<file path="src/rtl/draw_mux_pkg.sv">
// Shared types and helpers for the multi-channel draw-request multiplexer.
package draw_mux_pkg;

    typedef enum logic {
        PRIO_FIXED  = 1'b0,
        PRIO_ROTATE = 1'b1
    } prio_mode_t;

    localparam int MAX_CH = 16;

    // Index width for n channels, never narrower than one bit.
    function automatic int idx_width(input int n);
        return (n <= 2) ? 1 : $clog2(n);
    endfunction

endpackage

</file>
<file path="src/rtl/rr_priority_picker.sv">
// Combinational rotating-start priority picker: first asserted request at or after start_idx,
// wrapping modulo NUM_CH.
module rr_priority_picker
    import draw_mux_pkg::*;
#(
    parameter int  NUM_CH = 4,
    localparam int IDX_W  = idx_width(NUM_CH)
) (
    input  logic [NUM_CH-1:0] req,
    input  logic [IDX_W-1:0]  start_idx,
    output logic              found,
    output logic [IDX_W-1:0]  idx
);

    logic [NUM_CH-1:0] rot_req;
    logic [IDX_W-1:0]  off;
    logic [IDX_W:0]    sum;

    // Doubling the vector lets a plain right shift act as a rotation.
    assign rot_req = NUM_CH'({req, req} >> start_idx);

    always_comb begin
        found = 1'b0;
        off   = '0;
        for (int i = NUM_CH - 1; i >= 0; i--) begin
            if (rot_req[i]) begin
                found = 1'b1;
                off   = IDX_W'(i);
            end
        end
        sum = {1'b0, start_idx} + {1'b0, off};
        if (sum >= (IDX_W + 1)'(NUM_CH)) begin
            sum = sum - (IDX_W + 1)'(NUM_CH);
        end
        idx = sum[IDX_W-1:0];
    end

endmodule

</file>
<file path="src/rtl/multi_draw_priority_mux.sv">
// N-channel draw-request mux with fixed or per-frame rotating priority and registered outputs.
// Define MULTI_DRAW_OVERLAP_STATS_EN to build the per-frame overlap counter behind overlap_last.
module multi_draw_priority_mux
    import draw_mux_pkg::*;
#(
    parameter int  NUM_CH = 4,
    parameter int  DATA_W = 8,
    parameter int  CNT_W  = 16,
    localparam int IDX_W  = idx_width(NUM_CH)
) (
    input  logic                     clk,
    input  logic                     reset,
    input  logic [NUM_CH*DATA_W-1:0] data_in,
    input  logic [NUM_CH-1:0]        req_in,
    input  logic                     start_of_frame,
    input  logic                     rr_mode,
    output logic [DATA_W-1:0]        data_out,
    output logic                     drawRequestOut,
    output logic [IDX_W-1:0]         sel_idx,
    output logic                     overlap_now,
    output logic [CNT_W-1:0]         overlap_last
);

    if (NUM_CH < 2 || NUM_CH > MAX_CH) begin : g_bad_num_ch
        $error("multi_draw_priority_mux: NUM_CH out of range");
    end

    prio_mode_t        mode;
    logic [IDX_W-1:0]  ptr_q, ptr_d, start_idx, pick_idx;
    logic              pick_found, overlap;
    logic [DATA_W-1:0] ch_data [NUM_CH];
    logic [DATA_W-1:0] data_q, data_d;
    logic [IDX_W-1:0]  sel_q, sel_d;
    logic              drq_q, drq_d, ovl_q, ovl_d;

    for (genvar gi = 0; gi < NUM_CH; gi++) begin : g_ch
        assign ch_data[gi] = data_in[gi*DATA_W +: DATA_W];
    end

    assign mode      = prio_mode_t'(rr_mode);
    assign start_idx = (mode == PRIO_ROTATE) ? ptr_q : '0;
    assign overlap   = ($countones(req_in) >= 2);

    rr_priority_picker #(.NUM_CH(NUM_CH)) u_picker (
        .req       (req_in),
        .start_idx (start_idx),
        .found     (pick_found),
        .idx       (pick_idx)
    );

    always_comb begin
        data_d = '0;
        sel_d  = '0;
        drq_d  = |req_in;
        ovl_d  = overlap;
        ptr_d  = ptr_q;
        if (pick_found) begin
            data_d = ch_data[pick_idx];
            sel_d  = pick_idx;
        end
        // The new pointer only takes effect from the cycle after start_of_frame.
        if (start_of_frame) begin
            if (mode == PRIO_ROTATE) begin
                ptr_d = (ptr_q == IDX_W'(NUM_CH - 1)) ? '0 : ptr_q + IDX_W'(1);
            end else begin
                ptr_d = '0;
            end
        end
    end

    always_ff @(posedge clk or posedge reset) begin
        if (reset) begin
            ptr_q  <= '0;
            data_q <= '0;
            sel_q  <= '0;
            drq_q  <= 1'b0;
            ovl_q  <= 1'b0;
        end else begin
            ptr_q  <= ptr_d;
            data_q <= data_d;
            sel_q  <= sel_d;
            drq_q  <= drq_d;
            ovl_q  <= ovl_d;
        end
    end

    assign data_out       = data_q;
    assign sel_idx        = sel_q;
    assign drawRequestOut = drq_q;
    assign overlap_now    = ovl_q;

`ifdef MULTI_DRAW_OVERLAP_STATS_EN
    logic [CNT_W-1:0] cnt_q, cnt_d, cnt_next, last_q, last_d;

    always_comb begin
        cnt_next = cnt_q;
        if (overlap && (cnt_q != '1)) begin
            cnt_next = cnt_q + CNT_W'(1);
        end
        cnt_d  = cnt_next;
        last_d = last_q;
        // The frame total includes the start_of_frame cycle itself.
        if (start_of_frame) begin
            last_d = cnt_next;
            cnt_d  = '0;
        end
    end

    always_ff @(posedge clk or posedge reset) begin
        if (reset) begin
            cnt_q  <= '0;
            last_q <= '0;
        end else begin
            cnt_q  <= cnt_d;
            last_q <= last_d;
        end
    end

    assign overlap_last = last_q;
`else
    assign overlap_last = '0;
`endif

endmodule

</file>
<file path="config.mk">
export PLATFORM = sky130hd
export DESIGN_NAME = multi_draw_priority_mux
export DESIGN_NICKNAME = d
export VERILOG_FILES = /design/src/rtl/draw_mux_pkg.sv /design/src/rtl/rr_priority_picker.sv /design/src/rtl/multi_draw_priority_mux.sv
export SDC_FILE = /design/constraint.sdc
export NUM_CORES = 1
export LEC_CHECK = 0
export ABC_AREA = 1
export CAP_MARGIN = 30
export CORE_MARGIN = 1.5
export CORE_UTILIZATION = 30
export CTS_BUF_LIST = sky130_fd_sc_hd__clkbuf_4 sky130_fd_sc_hd__clkbuf_8
export DETAILED_ROUTE_END_ITERATION = 6
export GPL_TIMING_DRIVEN = 1
export HOLD_SLACK_MARGIN = 0.05
export PLACE_DENSITY = 0.66
export SYNTH_ARGS = -nofsm -noshare
export SYNTH_HDL_FRONTEND = slang
export SYNTH_HIERARCHICAL = 1
export SYNTH_SLANG_ARGS = --single-unit
</file>
<file path="constraint.sdc">
create_clock -name clk -period 2.9 [get_ports clk]
set_input_delay 0.87 -clock clk [delete_from_list [all_inputs] [get_ports clk]]
set_output_delay 0.87 -clock clk [all_outputs]
set_load 0.02 [all_outputs]
</file>
# Word level (Yosys, flattened, before mapping)

Cells that the tools add are included.

ROM bits: 0
Bits of input ports: 40
Memories: 0
Bits in registers: 14
Output and inout port bits: 28
Bits in latches: 0
Logic and storage cells: 35
RAM bits: 0

Magnitude comparators: 3
Add/subtract/negate cells: 6
Bitwise gates (word level): 1
Muxes and demuxes: 17
Reduce and logical (&&, ||, !) cells: 1
Multipliers: 0
Eq/ne operators: 1
Div/mod/pow operators: 0
Shift operators: 1

Operators by type and width:

| cell                  | number |
|---|---|
| $mux W8               | 3 |
| $mux W2               | 9 |
| $bmux W8 S2           | 1 |
| $shr A8 B2 Y4         | 1 |
| $add A2 B2 Y3         | 2 |
| $ge A3 B3 Y1 const B  | 2 |
| $add A1 B1 Y2         | 2 |
| $mux W1               | 4 |
| $reduce_or A4 Y1      | 1 |
| $ge A3 B2 Y1 const B  | 1 |
| $not A2 Y3            | 1 |
| $add A2 B1 Y2 const B | 1 |
| $eq A2 B2 Y1 const B  | 1 |
| $sub A2 B1 Y2 const B | 1 |

# Depth between registers and ports, before layout

Depth in word-level cells: 14
Depth in mapped cells: 17
Mapped depth without buffers: 16

# Modules after synthesis

The synthesis kept the hierarchy.

By module, submodules not included:

| module                  | sequential area each (sq um) | instances | area an instance (sq um) | cells each |
|---|---|---|---|---|
| multi_draw_priority_mux | 350.3                        | 1         | 1023.5                   | 151 |
| rr_priority_picker      | 0.0                          | 1         | 165.2                    | 35 |

# Least setup slack after synthesis

No wires, ideal clock.

Kind: input port to flip-flop
From: in rr_mode
To: reg data_q[0], in the netlist data_out[0]
Library setup time: 0.078 ns
Path slack: 0.312 ns
Data required time: 2.822 ns
Buffers on the path: 1
Data arrival time: 2.510 ns
Stages: 17
Path through: nand2_1 inv_1 inv_2 nand2_1 nand3_1 nand2_2 nand3_1 a21boi_1 ha_1 xor2_1 inv_1 nand3_1 nand2_1 buf_2 inv_1 nand3_1 a21oi_1

Longest elaborated chain between the ends: 14
Elaborated cells between the ends (all ways): 19
Those cells by class: add/sub: 2; order compare: 1; shift: 1; mux: 14; bitwise: 1

RTL lines:

| what                                           | RTL line                                           | text |
|---|---|---|
| from (decl)                                    | multi_draw_priority_mux.sv:16                      | `input logic rr_mode,` |
| $mux W2 (*)                                    | multi_draw_priority_mux.sv:41                      | `assign start_idx = (mode == PRIO_ROTATE) ? ptr_q : '0;` |
| named net start_idx[0]                         | multi_draw_priority_mux.sv:29                      | `logic [IDX_W-1:0] ptr_q, ptr_d, start_idx, pick_idx;` |
| $shr A8 B2 Y4                                  | rr_priority_picker.sv:20                           | `assign rot_req = NUM_CH'({req, req} >> start_idx);` |
| $mux W2 (4 in a row)                           | rr_priority_picker.sv:26                           | `if (rot_req[i]) begin` |
| $add A2 B2 Y3 (*)                              | rr_priority_picker.sv:31                           | `sum = {1'b0, start_idx} + {1'b0, off};` |
| $ge A3 B3 Y1 or $sub A2 B1 Y2 (tied branches)  | rr_priority_picker.sv:32, rr_priority_picker.sv:33 |  |
| $mux W2 (*)                                    | rr_priority_picker.sv:32                           | `if (sum >= (IDX_W + 1)'(NUM_CH)) begin` |
| named net pick_idx[1]                          | multi_draw_priority_mux.sv:29                      |  |
| $not A2 Y3 (implied by the code) (*)           | multi_draw_priority_mux.sv:58                      | `data_d = ch_data[pick_idx];` |
| $bmux W8 S2 (*)                                | multi_draw_priority_mux.sv:58                      |  |
| $mux W8 (implied by the code) (*) (2 in a row) | multi_draw_priority_mux.sv:58                      |  |
| $mux W8 (*)                                    | multi_draw_priority_mux.sv:57                      | `if (pick_found) begin` |
| named net data_d[0]                            | multi_draw_priority_mux.sv:32                      | `logic [DATA_W-1:0] data_q, data_d;` |
| to (signal assigned)                           | multi_draw_priority_mux.sv:80                      | `data_q <= data_d;` |
| to (decl)                                      | multi_draw_priority_mux.sv:32                      |  |

Mark *: on every way through the listed nets, which the timed path passes. The rest lies on a longest branch. The select of a mux whose other input is x is not followed.
A chain may end at the register's enable or synchronous reset.

# Worst setup path in the final report

From: in req_in[2]
To: reg data_q[2], in the netlist data_out[2]

Longest elaborated chain between the ends: 13
Elaborated cells between the ends (all ways): 18
Those cells by class: add/sub: 2; order compare: 1; shift: 1; mux: 13; bitwise: 1

RTL lines:

| what                                           | RTL line                                           | text |
|---|---|---|
| from (decl)                                    | multi_draw_priority_mux.sv:14                      | `input logic [NUM_CH-1:0] req_in,` |
| $shr A8 B2 Y4 (*)                              | rr_priority_picker.sv:20                           |  |
| $mux W2 (3 in a row)                           | rr_priority_picker.sv:26                           |  |
| $mux W2 (*)                                    | rr_priority_picker.sv:26                           |  |
| $add A2 B2 Y3 (*)                              | rr_priority_picker.sv:31                           |  |
| $ge A3 B3 Y1 or $sub A2 B1 Y2 (tied branches)  | rr_priority_picker.sv:32, rr_priority_picker.sv:33 |  |
| $mux W2 (*)                                    | rr_priority_picker.sv:32                           |  |
| named net pick_idx[1]                          | multi_draw_priority_mux.sv:29                      |  |
| $not A2 Y3 (implied by the code) (*)           | multi_draw_priority_mux.sv:58                      |  |
| $bmux W8 S2 (*)                                | multi_draw_priority_mux.sv:58                      |  |
| $mux W8 (implied by the code) (*) (2 in a row) | multi_draw_priority_mux.sv:58                      |  |
| $mux W8 (*)                                    | multi_draw_priority_mux.sv:57                      |  |
| named net data_d[2]                            | multi_draw_priority_mux.sv:32                      |  |

Marks and branches as above.

==> reports/metrics.yaml <==
chipHeight_um: 65.95
slew_viol_final: 0
antenna_found_initial: 0
p_per_area_mw_per_mm2: 560.7
netlist_area_mm2: 0.001189
crit_fanout: 8
routed-via-count: 1187
final_nets: 289
port_buffers: 51
grt_start_max_net_pins: 17
gp_congestion: 0.8441
r2r-end: "data_out[2]"
critPathLaunch: "req_in[2]"
first_pass_iters: 4
fmax_mhz: 380.7
ctsHoldBuffers: 0
drtAntennaViolNets: 0
grt_overflow_total: 0
num_rows: 22
drive_gt1_share_pct: 8.642
endpoint: "data_out[2]"
clk_latency_ns: 0.24
status: "finished, final reports clean"
cts_sinks: 14
reg2regPathDepth: 16
design.die.area_mm2: 0.004349
p_total_uw: 994.8
synth-seq-area-share_pct: 29.47
min_path_cells: 2
rsz0062_at_grt: "false"
hold_path_class: "flop to flop"
crit_path_start_kind: "input pin"
critPathRequiredTime_ns: 3.06
cts_max_level: 1
fin_skew_ns: 0.002054
diodes: 0
cts_buffer_depth: 2
grt_pass1_wl_mm: 4.153
tightest_slew_ns: 0.5230
routedWlPerCell_um: 9.237
initial_utilization_pct: 31.75
track_usage_pct: 11.95
hold_violations: 0
fill_cells: 413
maxCapViolCount: 0
placed_cell_area_mm2: 0.001720
drc: 0
area_growth_pct: 49.26
clkTransAtPathRegs_ns: 0.05
root_buffer: "clkbuf_8"
most-common-layout-cells: "nand2_1, clkdlybuf4s50_1, inv_1"
critPathArrivalTime_ns: 2.79
relSlewSlack_pct: 65.09
synth_cell_types: 18
io_pins: 68
postSynthAreaPerCell_um2: 6.391
postLayoutCellArea_mm2: 0.001774
r2r_setup_slack_ns: 0.76
fin_crit_sh_pct: 90.58
fin_setup_tns_ns: 0
cts_tree: "yes"
syn-instance-count: 186
total_leakage_power_uw: 0.0009933
viasPerCell: 4.079
cts-buffers-inserted: 3
reg2reg_from: "ptr_q[0]"
synth_warnings: 6
period_minus_slack_ns: 2.627
first_global_vias: 946
crit_type: "input pin to flop"
core_mm2: 0.003744
finalWirelength_mm: 2.688
synth_seq_cells: 14
worstHoldStart: "ptr_q[1]"
cp-end-kind: "flop"
setup_viol: 0
first_iter_violations: 43
fp.dieW_um: 65.95
ir_drop_uv: 227.3
utilization_pct: 47.39
detailed_place_hpwl_mm: 2.225
-- metrics by stage --
| stage | hold WS (ns) | setup slack (ns) | cells |
|---|---|---|---|
| 2_1_floorplan | 0.5284 | 0.3122 | 201 |
| 3_3_place_gp | 0.5604 | -0.2485 | 288 |
| 3_5_place_dp | 0.5599 | -0.3860 | 288 |
| 6_report | 0.5627 | 0.2732 | 291 |
| 4_1_cts | 0.5677 | 0.003531 | 291 |
| 5_1_grt | 0.6010 | 0.07298 | 291 |
-- synth_stat cells (all sizes together) --
| library cell | number | share of area [%] |
|---|---|---|
| dfrtp | 14 | 29 |
| inv | 50 | 16 |
| ha | 3 | 3.2 |
| a21boi | 1 | 0.63 |
| nand2 | 53 | 17 |
| xor2 | 1 | 0.74 |
| o21ai | 3 | 1.3 |
| nor2 | 1 | 0.32 |
| nand3 | 30 | 13 |
| conb | 1 | 0.32 |
| buf | 20 | 13 |
| a21oi | 8 | 3.4 |
| fa | 1 | 1.7 |
-- layer usage --
metal | routed length, um | track usage (%) | up-vias
li1 | - | - | 632
met3 | 106 | 0.6814 | 2
met4 | 19 | 3.827 | 0
met5 | 0 | 0 | -
met1 | 1282 | 17.38 | 520
met2 | 1280 | 18.81 | 33
-- kinds of logic (layout without fill, tap and decap cells) --
family	after synthesis	in the layout	share of synthesized area (%)
other	1	16	0.3155
DFF	14	14	29.47
and+or+nand+nor	84	84	30.32
xor gates and xnor gates	1	1	0.7370
buffers and inverters	70	112	29.05
AOI/OAI and AO/OA	12	12	5.263
adders and majority gates	4	4	4.843
-- how the worst min path moves through the flow --
stage	endpoint	slack [ns]
floorplan	ptr_q[1]	0.53
global placement	ptr_q[1]	0.56
detailed placement	ptr_q[1]	0.56
CTS	ptr_q[1]	0.57
global route	ptr_q[1]	0.60
finish	ptr_q[1]	0.56
-- worst max-delay path, cell delays in order --
cell             delay, ns
clkdlybuf4s50_1       0.46
nand2_1               0.12
nand3_1               0.09
nand2_2               0.07
nand3_1               0.07
a21boi_1              0.13
ha_1                  0.17
xor2_1                0.18
inv_1                 0.06
nand3_1               0.07
nand2_1               0.11
inv_4                 0.12
nand3_1               0.11
a21oi_2               0.15
-- power breakdown --
part	internal, uW	total, uW	leakage (uW)	switching [uW]
Clock	91.5	152	0.0000216	60.3
Sequential	258	287	0.000166	28.5
Combinational	258	556	0.000806	298
Total	608	995	0.000993	387
-- flip-flops by register name, indices dropped and copies added, names as in the netlist --
name,flops
data_out,8
ptr_q,2
sel_idx,2
drawRequestOut,1
overlap_now,1
-- final cells by class --
cell class	instances	area [um2]	share of cell area (%)
clock buffer	3	41.29	2.327
tap	48	60.06	3.385
sequential	14	350.3	19.75
multi-input combinational	117	553.0	31.17
inverter	50	192.7	10.86
timing repair buffer	59	576.8	32.51
-- repair_timing --
| action | CTS | global route |
|---|---|---|
| pin swaps | 0 | 1 |
| buffers inserted | 0 | 0 |
| gates resized for setup | 2 | 4 |
| endpoints found under the setup margin | 8 | 9 |
Note: power is estimated with default switching activity, not from simulation.
